$ cat src/rtl/uart_tx.sv
// UART transmitter: start bit, DATA_WIDTH data bits LSB first, optional parity, one stop bit.
// CLK runs at the bit rate; TX_OUT and Busy are registered from the next state.
module uart_tx #(
    parameter int DATA_WIDTH = 8
) (
    input  logic                  CLK,
    input  logic                  RST,
    input  logic [DATA_WIDTH-1:0] P_DATA,
    input  logic                  Data_Valid,
    input  logic                  PAR_EN,
    input  logic                  PAR_TYP,
    output logic                  TX_OUT,
    output logic                  Busy
);

    localparam int CNT_W = (DATA_WIDTH > 1) ? $clog2(DATA_WIDTH) : 1;
    localparam logic [CNT_W-1:0] LAST_BIT = CNT_W'(DATA_WIDTH - 1);

    typedef enum logic [2:0] {
        IDLE,
        START,
        DATA,
        PARITY,
        STOP
    } state_t;

    state_t                state;
    logic [DATA_WIDTH-1:0] shift_reg;
    logic [DATA_WIDTH-1:0] par_data;
    logic [DATA_WIDTH-1:0] shift_nxt;
    logic                  par_en;
    logic                  par_typ;
    logic [CNT_W-1:0]      bit_cnt;

    function automatic logic parity_bit(input logic [DATA_WIDTH-1:0] d, input logic odd);
        return (^d) ^ odd;
    endfunction

    // shift_reg[0] is the data bit currently on the line, so the next one sits at bit 1
    assign shift_nxt = shift_reg >> 1;

    always_ff @(posedge CLK or negedge RST) begin
        if (!RST) begin
            state     <= IDLE;
            shift_reg <= '0;
            par_data  <= '0;
            par_en    <= 1'b0;
            par_typ   <= 1'b0;
            bit_cnt   <= '0;
            TX_OUT    <= 1'b1;
            Busy      <= 1'b0;
        end else begin
            case (state)
                // STOP accepts exactly like IDLE so frames can run back to back
                IDLE, STOP: begin
                    if (Data_Valid) begin
                        state     <= START;
                        shift_reg <= P_DATA;
                        par_data  <= P_DATA;
                        par_en    <= PAR_EN;
                        par_typ   <= PAR_TYP;
                        bit_cnt   <= '0;
                        TX_OUT    <= 1'b0;
                        Busy      <= 1'b1;
                    end else begin
                        state  <= IDLE;
                        TX_OUT <= 1'b1;
                        Busy   <= 1'b0;
                    end
                end
                START: begin
                    state  <= DATA;
                    TX_OUT <= shift_reg[0];
                    Busy   <= 1'b1;
                end
                DATA: begin
                    shift_reg <= shift_nxt;
                    Busy      <= 1'b1;
                    if (bit_cnt == LAST_BIT) begin
                        if (par_en) begin
                            state  <= PARITY;
                            TX_OUT <= parity_bit(par_data, par_typ);
                        end else begin
                            state  <= STOP;
                            TX_OUT <= 1'b1;
                        end
                    end else begin
                        bit_cnt <= bit_cnt + CNT_W'(1);
                        TX_OUT  <= shift_nxt[0];
                    end
                end
                PARITY: begin
                    state  <= STOP;
                    TX_OUT <= 1'b1;
                    Busy   <= 1'b1;
                end
                default: begin
                    state  <= IDLE;
                    TX_OUT <= 1'b1;
                    Busy   <= 1'b0;
                end
            endcase
        end
    end

endmodule

$ cat config.mk
export PLATFORM = sky130hd
export DESIGN_NAME = uart_tx
export DESIGN_NICKNAME = d
export VERILOG_FILES = /design/src/rtl/uart_tx.sv
export SDC_FILE = /design/constraint.sdc
export NUM_CORES = 1
export LEC_CHECK = 0
export BUFFER_PORTS_ARGS = -buffer_cell sky130_fd_sc_hd__buf_2
export CORE_MARGIN = 2
export CORE_UTILIZATION = 35
export CTS_CLUSTER_SIZE = 25
export DETAILED_ROUTE_END_ITERATION = 10
export PLACE_DENSITY = 0.56
export RECOVER_POWER = 50
export SLEW_MARGIN = 40
export SYNTH_ARGS = -nofsm -noshare
export SYNTH_HDL_FRONTEND = slang
export SYNTH_SLANG_ARGS = --single-unit
$ cat constraint.sdc
create_clock -name CLK -period 4.58 [get_ports CLK]
set_clock_uncertainty 0.05 [all_clocks]
set_input_delay 0.458 -clock CLK [delete_from_list [all_inputs] [get_ports CLK]]
set_output_delay 0.458 -clock CLK [all_outputs]
set_load 0.03 [all_outputs]
; ---- Word-level counts from Yosys, hierarchy flattened
; Cells that the tools add are included.
; W data, S select, Z words.
[classes]
n_mux = 15
reduce_logical = 8
n_addsub = 1
bitwise_logic = 1
eq_ne = 8
[ops]
columns = op, n
row1 = $pmux W8 S2, 1
row2 = $mux W3, 4
row3 = $pmux W3 S4, 1
row4 = $mux W8, 1
row5 = $reduce_xor A8 Y1, 1
row6 = $eq A3 B2 Y1 const B, 2
row7 = $eq A3 B3 Y1 const B, 2
row8 = $ne A2 B2 Y1 const B, 3
row9 = $pmux W3 S2, 1
row10 = $mux W1, 5
row11 = $reduce_and A2 Y1, 2
row12 = $add A3 B1 Y3 const B, 1
row13 = $eq A3 B1 Y1 const B, 1
row14 = $logic_not A3 Y1, 1
row15 = $pmux W1 S3, 1
row16 = $reduce_and A3 Y1, 1
row17 = $reduce_or A3 Y1, 1
row18 = $pmux W1 S2, 1
row19 = $reduce_bool A2 Y1, 1
row20 = $reduce_or A2 Y1, 1
row21 = $xor A1 B1 Y1, 1
[word_totals]
regBits = 26
wordCells = 41
out_inout_bits = 2

; ---- Depth between registers and ports, before layout
; Gate-level depths: netlist (run 1).
[depth]
ltp_word = 5
ltp_mapped = 7
ltp_nobuf = 6

; ---- Worst setup path after synthesis (run 1)
; Ideal clock, no wire load.
[synth_timing]
kind = flip-flop to flip-flop
start = reg state[1]
end = reg TX_OUT
path_buffers = 1
setup_ns = 0.089
setup_slack_ns = 3.010
t_arrival_ns = 1.432
path_stages_with_launch = 5
path_cell_list = dfrtp_1 > buf_6 > or4b_4 > a2111oi_4 > a211oi_1
[synth_via]
elab_chain_cells = 3
word_cells_on_any_way = 6
cone_classes = 3 x eq/ne / 1 x mux / 2 x reduce/logical
[synth_rtl]
columns = element, line
row1 = from (decl), 27  ; state_t state;
row2 = from (signal assigned), 44  ; state <= IDLE;
row3 = from (signal assigned), 57  ; state <= START;
row4 = from (signal assigned), 66  ; state <= IDLE;
row5 = $eq A3 B3 Y1 or $logic_not A3 Y1 (tied branches), 53  ; case (state)
row6 = $reduce_or A2 Y1, 53
row7 = $pmux W1 S3 *, 53
row8 = to (signal assigned), 73  ; TX_OUT <= shift_reg[0];
row9 = to (signal assigned), 82  ; TX_OUT <= parity_bit(par_data, par_typ);
row10 = to (signal assigned), 89  ; TX_OUT <= shift_nxt[0];
row11 = to (decl), 12  ; output logic TX_OUT,
; Every way passes the cells marked *; elsewhere a longest branch is shown, timed or not.
; A chain may end at the register's enable or synchronous reset.

; ---- Worst setup path in the final report (run 1)
[layout_timing]
start = reg state[0]
end = reg TX_OUT
; The elaborated chain is that of the path after synthesis.

==> flow_summary.toml, run 1 <==
[logic_synthesis]
synth_top_family_by_area = "simple AND/OR/NAND/NOR gates"
syn_nets = 133
synthesis.area_mm2 = 0.001235
syn_area_per_cell_um2 = 10.47
synthTopCellsByArea = "dfrtp_1 51%, nand2_1 10%, a222oi_1 5.7%"
synthAdderAreaFrac = 0.02026
synth-edff-count = 0
synthArstFlopShare = 1.000
synthFlopType = "dfrtp_1"
synth_cells = 118
synth_top_area_frac = 0.5066
yosys.area_share.simple = 0.1763
synth_area_leader_cell = "dfrtp_1"
ys_warn_count = 0
ys_ff_latch = 26
ys_seq_area_frac = 0.5279
synthXorXnorAreaFrac = 0.05876
synth_mux_area_frac = 0.01722
synth_compound_area_frac = 0.1429
synth.distinct_cells = 32

[grt]
grt_pass1_vias = 902
overflow = 0
grt_max_degree = 27
antenna_found_initial = 0
grt_usage = 0.1266
grt_pass1_wl_um = 3974

[timing]
period_share = 0.3973
tns_ns = 0
fin_crit_ns = 1.820
worstMarginPinSlew_ns = 1.362
slew_violations = 0
fmax_mhz = 549.5
relSlewSlack = 0.09188
hold_viol = 0
setup_viol = 0
timing.hold.ws_ns = 0.2658
grt_setup_unrepaired = "no"

[setup_path]
arrival_ns = 2.01
crit_type = "register to register"
reg2regPathDepth = 4
start_kind = "register"
worstReg2RegStart = "state[0]"
critPathMaxFanout = 11
cp_data_required_time_ns = 4.77
crit_buf_inv = 0
crit_chain = "nor3b_2 > and2_1 > a2111oi_4 > a211oi_1"
slowest_stage = "nor3b_2"
critPathTopFamily = "simple AND/OR/NAND/NOR gates"
cp.depth = 4
r2r-end = "TX_OUT"
reg2reg_setup_slack_ns = 2.76
worst_setup_path_end_kind = "register"
critPathMaxStageDelay_ns = 0.61

[clock_tree]
post_cts_resized = 0
clk_pin_slew_ns = 0.14
hold_buffers = 0
worstSkewPairLatency_ns = 0.32
cts_tree = "yes"
cts_inserted_buffers = 3
postCtsSetupBuffers = 0
cts_sinks = 26
ctsHtreeMaxLevel = 1
clockRootBuffer = "clkbuf_4"
clk_path_buf_depth = 2

[power]
p_sw_frac = 0.3913
switchingPower_mw = 0.3903
powerDensity_mw_per_mm2 = 731.9
p_int_mw = 0.6071
power_frac_clock = 0.117
seq_power_share = 0.422
p_leak_nw = 0.6817
comb_power_share = 0.461
ir_worst_vdd_mv = 0.2366

[placed_design]
place_area_mm2 = 0.001328
globalplace.congestion = 0.8164
io_buffers = 14
place_hpwl_um = 1719
dp.cells = 171

[cells_and_area]
drive_above_1_share = 0.1705
layout_common_cells = "34 x nand2_1, 25 x dfrtp_1, 13 x buf_2, 8 x inv_1, 7 x a222oi_1"
stdcell_area_mm2 = 0.001363
area_growth_pct = 10.33
fillers = 363
stdcell_count = 175
final_common_cell = "nand2_1"
fin_nets = 145
diodes = 0

[detailed_routing]
drc = 0
first_iter_violations = 38
wl_per_cell_um = 13.34
via_per_inst = 5.063
ant_nets = 0
drt_pre_antenna_iters = 4
wirelength_um = 2334
num_vias = 886

[die]
die_h_um = 63.40
dieArea_mm2 = 0.004020
pin_count = 15
core_mm2 = 0.003363
die_x_um = 63.40
floorplan.initialDensity = 0.3672
rows = 21

[min_path]
hp-class = "input pin to register"
worstHoldPathCells = 3
hp-start = "PAR_TYP"
min_to = "par_typ"

[flow_run]
cap_viol_max_count = 0

[status]
status = "finished clean"
[layout make-up]
class / count / area [um^2] / share of cell area
Sequential cell: 26 / 651.9 / 0.4784
Multi-Input combinational cell: 77 / 518.0 / 0.3802
Timing Repair Buffer: 14 / 68.82 / 0.05050
Tap cell: 46 / 57.56 / 0.04224
Clock buffer: 4 / 36.28 / 0.02663
Inverter: 8 / 30.03 / 0.02204
[synth_stat cells, drive strengths merged, types with 2 or more instances]
cell type	count
nand2	34
dfrtp	25
inv	8
a222oi	7
buf	6
a21oi	5
nor2	4
a22o	2
and2	2
ha	2
nand2b	2
o21ai	2
xnor2	2
[cells by family (layout without fill, tap and decap cells)]
logic type	after synthesis	count (layout)
flip-flops	26	26
adder cells (fa/ha/maj)	2	2
buffers and inverters	15	26
multiplexers	2	2
AND/OR/NAND/NOR	48	48
AO/OA/AOI/OAI	20	20
XOR/XNOR	5	5
[routing by layer]
layer,part of all wire,GRT usage,vias up
met4,0.014,0.05163,0
met5,0,0,-
li1,-,-,427
met2,0.47,0.2105,25
met3,0.054,0.02500,4
met1,0.47,0.1607,430
[worst register-to-register path, cell delays in order (launching register included)]
cell,delay [ns]
dfrtp_1,0.50
nor3b_2,0.61
and2_1,0.29
a2111oi_4,0.07
a211oi_1,0.23
[power by group through the flow]
stage / clock (mW) / combinational, mW / sequential [mW]
final: 0.117 / 0.460 / 0.421
after floorplan: 0 / 0.394 / 0.414
after detailed placement: 0 / 0.466 / 0.426
after global routing: 0.132 / 0.512 / 0.435
after CTS: 0.121 / 0.466 / 0.420
after global placement: 0 / 0.454 / 0.419
[per-stage QoR]
stage	util	setup slack, ns	total power [mW]
6_report	0.4051	2.760	0.9973
2_1_floorplan	-	3.010	0.8085
5_1_grt	0.4051	2.662	1.080
3_3_place_gp	0.3932	2.472	0.8737
3_5_place_dp	0.3947	2.825	0.8922
4_1_cts	0.4055	2.787	1.007
[worst max-delay path by stage]
| stage | from | endpoint | slack (ns) |
|---|---|---|---|
| after CTS | state[0] | TX_OUT | 2.79 |
| after global routing | state[0] | TX_OUT | 2.66 |
| final | state[0] | TX_OUT | 2.76 |
| after global placement | state[0] | TX_OUT | 2.47 |
| after floorplan | state[1] | TX_OUT | 3.01 |
| after detailed placement | state[0] | TX_OUT | 2.83 |
Power figures use the tool's default switching activity.
==> run 2: changes to the inputs <==
==> constraint.sdc (replaced) <==
create_clock -name CLK -period 1.7 [get_ports CLK]
set_clock_uncertainty 0.05 [all_clocks]
set_input_delay 0.17 -clock CLK [delete_from_list [all_inputs] [get_ports CLK]]
set_output_delay 0.17 -clock CLK [all_outputs]
set_load 0.03 [all_outputs]
==> run 2 against run 1 <==
Die area did not move. Hold slack got worse by 0.24 ns. Core utilization rose by 4.4 points. Sequential power rose to 2.7 times the previous value. Critical path depth fell by 1. Global-route usage fell by 0.46 points. Register-to-register slack got worse by 2.7 ns. First-iteration DRC count rose by 16%. Combinational power rose to 3.0 times the previous value. Sequential cell count did not move. Critical path type unchanged. Critical endpoint unchanged. Largest cell class unchanged. Highest routed layer is now met3.
==> flow_summary.toml, run 2 (synthesis gave the netlist of run 1 again) <==
[status]
status = "finished clean"

[grt]
antenna_found_initial = 0
grt_pass1_vias = 873
grt_pass1_wl_um = 3939
grt_max_degree = 27
grt_usage = 0.1220
overflow = 0

[die]
pin_count = 15
die_h_um = 63.40
core_mm2 = 0.003363
floorplan.initialDensity = 0.3672
rows = 21
die_x_um = 63.40
dieArea_mm2 = 0.004020

[clock_tree]
cts_tree = "yes"
worstSkewPairLatency_ns = 0.32
clk_pin_slew_ns = 0.14
clockRootBuffer = "clkbuf_4"
ctsHtreeMaxLevel = 1
cts_inserted_buffers = 3
clk_path_buf_depth = 2
cts_sinks = 26
postCtsSetupBuffers = 0

[setup_path]
cp_data_required_time_ns = 1.90
arrival_ns = 1.82
worst_setup_path_end_kind = "register"
crit_type = "register to register"
reg2reg_setup_slack_ns = 0.08
start_kind = "register"
critPathMaxFanout = 8

[timing]
hold_viol = 0
period_share = 0.9552
setup_ws_ns = 0.07622
fmax_mhz = 615.8
relSlewSlack = 0.5841
slew_violations = 0
worstMarginPinSlew_ns = 0.6238
fin_crit_ns = 1.624
setup_viol = 0

[cells_and_area]
layout_common_cells = "34 x nand2_1, 23 x dfrtp_1, 13 x buf_2, 8 x inv_1, 8 x dlygate4sd3_1"
fillers = 332
area_growth_pct = 22.39
fin_nets = 157
diodes = 0
drive_above_1_share = 0.2270
final_common_cell = "nand2_1"
stdcell_count = 187

[placed_design]
globalplace.congestion = 0.7971
io_buffers = 14
dp_slack_ns = 0.03730
place_hpwl_um = 1633
dp.cells = 175

[power]
powerDensity_mw_per_mm2 = 1930
p_leak_nw = 0.7427
ir_worst_vdd_mv = 0.6601

[detailed_routing]
wl_per_cell_um = 11.94
ant_nets = 0
drc = 0
drt_pre_antenna_iters = 7
wirelength_um = 2233
first_iter_violations = 44
num_vias = 890
via_per_inst = 4.759

[flow_run]
cap_viol_max_count = 0

[min_path]
hp-class = "input pin to register"
run 2: worst paths after layout:
path	startpoint	end	depth (start not counted)
worst max-delay path	state[1]	TX_OUT	3
worst min-delay path	P_DATA[4]	par_data[4]	3
worst max register to register	state[1]	TX_OUT	3
worst min register to register	par_data[1]	par_data[1]	2
max in group asynchronous	RST	state[1]	2
min in group asynchronous	RST	shift_reg[6]	2
run 2: critical path, cell delays in order, from the launching register on:
cell	delay (ns)
dfrtp_2	0.48
or4b_4	0.57
a2111oi_4	0.37
a211oi_2	0.09
run 2: repair_timing:
| item | 4_1_cts | 5_1_grt |
|---|---|---|
| resized for setup | 0 | 6 |
| endpoints found under the hold margin | 32 | 0 |
| endpoints found under the setup margin | 0 | 7 |
| hold buffers | 8 | 0 |
run 2: power breakdown:
part | switching, mW | internal (mW)
logic | 0.689 | 0.684
clock network | 0.180 | 0.238
registers | 0.204 | 0.922
total | 1.07 | 1.84
run 2: layer usage:
metal | part of all wire | wire length, um | global-route usage
met5 | 0 | 0 | 0
met3 | 0.027 | 60 | 0.01607
met2 | 0.45 | 1015 | 0.1829
met4 | 0 | 0 | 0.03261
met1 | 0.52 | 1157 | 0.1846
run 2: layout make-up:
type	instances	area, um^2	area share
multi-input cells	77	524.3	0.3469
clock buffers	3	22.52	0.01490
inverters	8	30.03	0.01987
repair buffers	26	192.7	0.1275
clock inverters	1	30.03	0.01987
well taps	46	57.56	0.03808
flip-flops and latches	26	654.4	0.4329
run 2: metrics by stage:
step / power, mW / hold slack [ns] / TNS [ns] / utilization / cell area [um^2]
after floorplan: 2.178 / -0.1756 / 0 / - / 1235
after global placement: 2.428 / 0.1489 / 0 / 0.4059 / 1365
after detailed placement: 2.469 / 0.1458 / 0 / 0.4059 / 1365
after CTS: 2.916 / 0.006528 / 0 / 0.4453 / 1498
after global routing: 3.178 / 0.005252 / -0.01003 / 0.4494 / 1511
final: 2.918 / 0.02336 / 0 / 0.4494 / 1511
==> run 3: changes to the inputs <==
--- a/config.mk
+++ b/config.mk
@@ -5,6 +5,7 @@
 export SDC_FILE = /design/constraint.sdc
 export NUM_CORES = 1
 export LEC_CHECK = 0
+export ABC_AREA = 1
 export BUFFER_PORTS_ARGS = -buffer_cell sky130_fd_sc_hd__buf_2
 export CORE_MARGIN = 2
 export CORE_UTILIZATION = 35
@@ -12,6 +13,7 @@
 export DETAILED_ROUTE_END_ITERATION = 10
 export PLACE_DENSITY = 0.56
 export RECOVER_POWER = 50
+export REMOVE_ABC_BUFFERS = 1
 export SLEW_MARGIN = 40
 export SYNTH_ARGS = -nofsm -noshare
 export SYNTH_HDL_FRONTEND = slang
==> run 3 against run 2 <==
Cell count rose by 11%. First-iteration DRC count down 39%. Setup slack improved by 0.21 ns. Hold slack barely moved. Fmax grew 15%. Global-route usage up 1.3 points. Sequential cell count unchanged. Synthesized area increased by 2.3%. Cell area down 3.2%. Largest cell class unchanged. Largest power group unchanged. Highest routed layer is now met4.
==> flow_summary.toml, run 3 <==
[clock_tree]
cts_tree = "yes"
clk_pin_slew_ns = 0.15
postCtsSetupBuffers = 0
worstSkewPairLatency_ns = 0.32
clockRootBuffer = "clkbuf_4"
ctsHtreeMaxLevel = 1
clk_path_buf_depth = 2
cts_sinks = 26
post_cts_resized = 0
hold_buffers = 3
cts_inserted_buffers = 3

[cells_and_area]
finish.utilization = 0.4315
final_common_cell = "nand2_1"
fin_nets = 177
diodes = 0
layout_common_cells = "54 x nand2_1, 25 x dfrtp_1, 14 x inv_1, 12 x buf_2"
stdcell_count = 207
area_growth_pct = 15.74
drive_above_1_share = 0.2484

[logic_synthesis]
post-synth-top-count-cell = "nand2_1"
yosys-top-cells-count = "54 x nand2_1, 25 x dfrtp_1, 14 x inv_1"
synthArstFlopShare = 1.000
synthFlopType = "dfrtp_1"
synth_cells = 140
ys_ff_latch = 26
synth_area_leader_cell = "dfrtp_1"
synth.distinct_cells = 21
ys_seq_area_frac = 0.5158
ys_warn_count = 0
synth-edff-count = 0
synthTopCellsByArea = "dfrtp_1 50%, nand2_1 16%, o21ai_2 7.6%"
syn_area_per_cell_um2 = 9.027
synth_top_area_frac = 0.4950
synthesis.area_mm2 = 0.001264

[timing]
fmax_mhz = 707.9
tns_ns = 0
setup_viol = 0
timing.hold.ws_ns = 0.02362
relSlewSlack = 0.5654
grt_setup_unrepaired = "no"
hold_viol = 0
fin_crit_ns = 1.413
period_share = 0.8310
slew_violations = 0
worstMarginPinSlew_ns = 0.6518

[detailed_routing]
drc = 0
wl_per_cell_um = 11.65
num_vias = 942
wirelength_um = 2411
via_per_inst = 4.551
ant_nets = 0
drt_pre_antenna_iters = 4
first_iter_violations = 27

[placed_design]
io_buffers = 14
dp.cells = 199
globalplace.congestion = 0.7609
place_hpwl_um = 1785

[min_path]
hp-start = "P_DATA[0]"
hp-class = "input pin to register"

[flow_run]
cap_viol_max_count = 0

[grt]
antenna_found_initial = 0
grt_pass1_vias = 994
grt_pass1_wl_um = 4319
use_met2 = 0.2279
grt_use_met3 = 0.02641
busiest_layer = "met2"
grt_use_met1 = 0.1733
grt_usage = 0.1346
grt_max_degree = 27
overflow = 0

[setup_path]
crit_type = "register to register"
critPathMaxFanout = 17
startpoint = "state[0]"
worst_setup_path_end_kind = "register"
cp_data_required_time_ns = 1.90
crit_buf_inv = 1
arrival_ns = 1.61
slowest_stage = "dfrtp_1"
critPathTopFamily = "flip-flops"
worstReg2RegStart = "state[0]"
crit_chain = "nor2_2 > nand2_4 > inv_6 > nand2_1 > o211ai_1"
start_kind = "register"
critPathMaxStageDelay_ns = 0.50

[power]
p_leak_nw = 0.7641
switchingPower_mw = 1.179
p_sw_frac = 0.4236
comb_power_share = 0.449
seq_power_share = 0.397
ir_worst_vdd_mv = 0.5001
power_frac_clock = 0.154
powerDensity_mw_per_mm2 = 1903
p_int_mw = 1.604

[die]
die_h_um = 64.09
dieArea_mm2 = 0.004108
core_mm2 = 0.003390
die_x_um = 64.09
floorplan.initialDensity = 0.3728
rows = 21
pin_count = 15

[status]
status = "finished clean"
-- run 3: power by group through the flow --
stage | clock (mW) | combinational, mW | sequential [mW]
detailed placement | 0 | 1.27 | 1.12
floorplan | 0 | 0.966 | 1.12
global placement | 0 | 1.22 | 1.10
global route | 0.465 | 1.44 | 1.14
finish | 0.429 | 1.25 | 1.10
CTS | 0.438 | 1.28 | 1.10
-- run 3: path summary, 6_finish.rpt --
check	slack [ns]	to	cells past startpoint
setup / recovery	0.29	shift_reg[6]	5
hold / removal	0.02	par_data[0]	3
setup reg to reg	0.29	shift_reg[6]	5
hold reg to reg	0.45	Busy	1
max in group asynchronous	0.84	par_data[6]	2
min in group asynchronous	0.34	shift_reg[0]	2
-- run 3: worst register-to-register path, delay by kind of cell, from the launching register on --
family                 cells  cell delay, ns
buffers and inverters      1            0.19
AO/OA/AOI/OAI              1            0.11
AND/OR/NAND/NOR            3            0.49
flip-flops                 1            0.50
-- run 3: metal layers --
metal,vias up,wire length [um]
li1,483,-
met1,449,1142
met2,8,1188
met3,2,62
met4,0,19
met5,-,0
-- run 3: stage by stage --
stage                     cell area (um^2)  power [mW]  setup slack [ns]
after global routing                  1463       3.052            0.1857
final                                 1463       2.783            0.2873
after CTS                             1454       2.821            0.2736
after global placement                1371       2.319            0.3580
after floorplan                       1244       2.089            0.4376
after detailed placement              1371       2.385            0.3031
-- run 3: kinds of logic after synthesis --
family,after synthesis,share of synthesized area
fa+ha+maj,2,0.01980
buf+inv,19,0.07327
simple gates,73,0.2643
compound gates,19,0.1198
xor+xnor,1,0.006932
flops,26,0.5158
-- run 3: area by class of cell --
| cell class | count | area [um^2] |
|---|---|---|
| Timing Repair Buffer | 18 | 108.9 |
| Inverter | 18 | 72.57 |
| Tap cell | 46 | 57.56 |
| Clock inverter | 1 | 30.03 |
| Clock buffer | 3 | 22.52 |
| Fill cell | 337 | 1927 |
| Sequential cell | 26 | 651.9 |
| Multi-Input combinational cell | 95 | 519.2 |
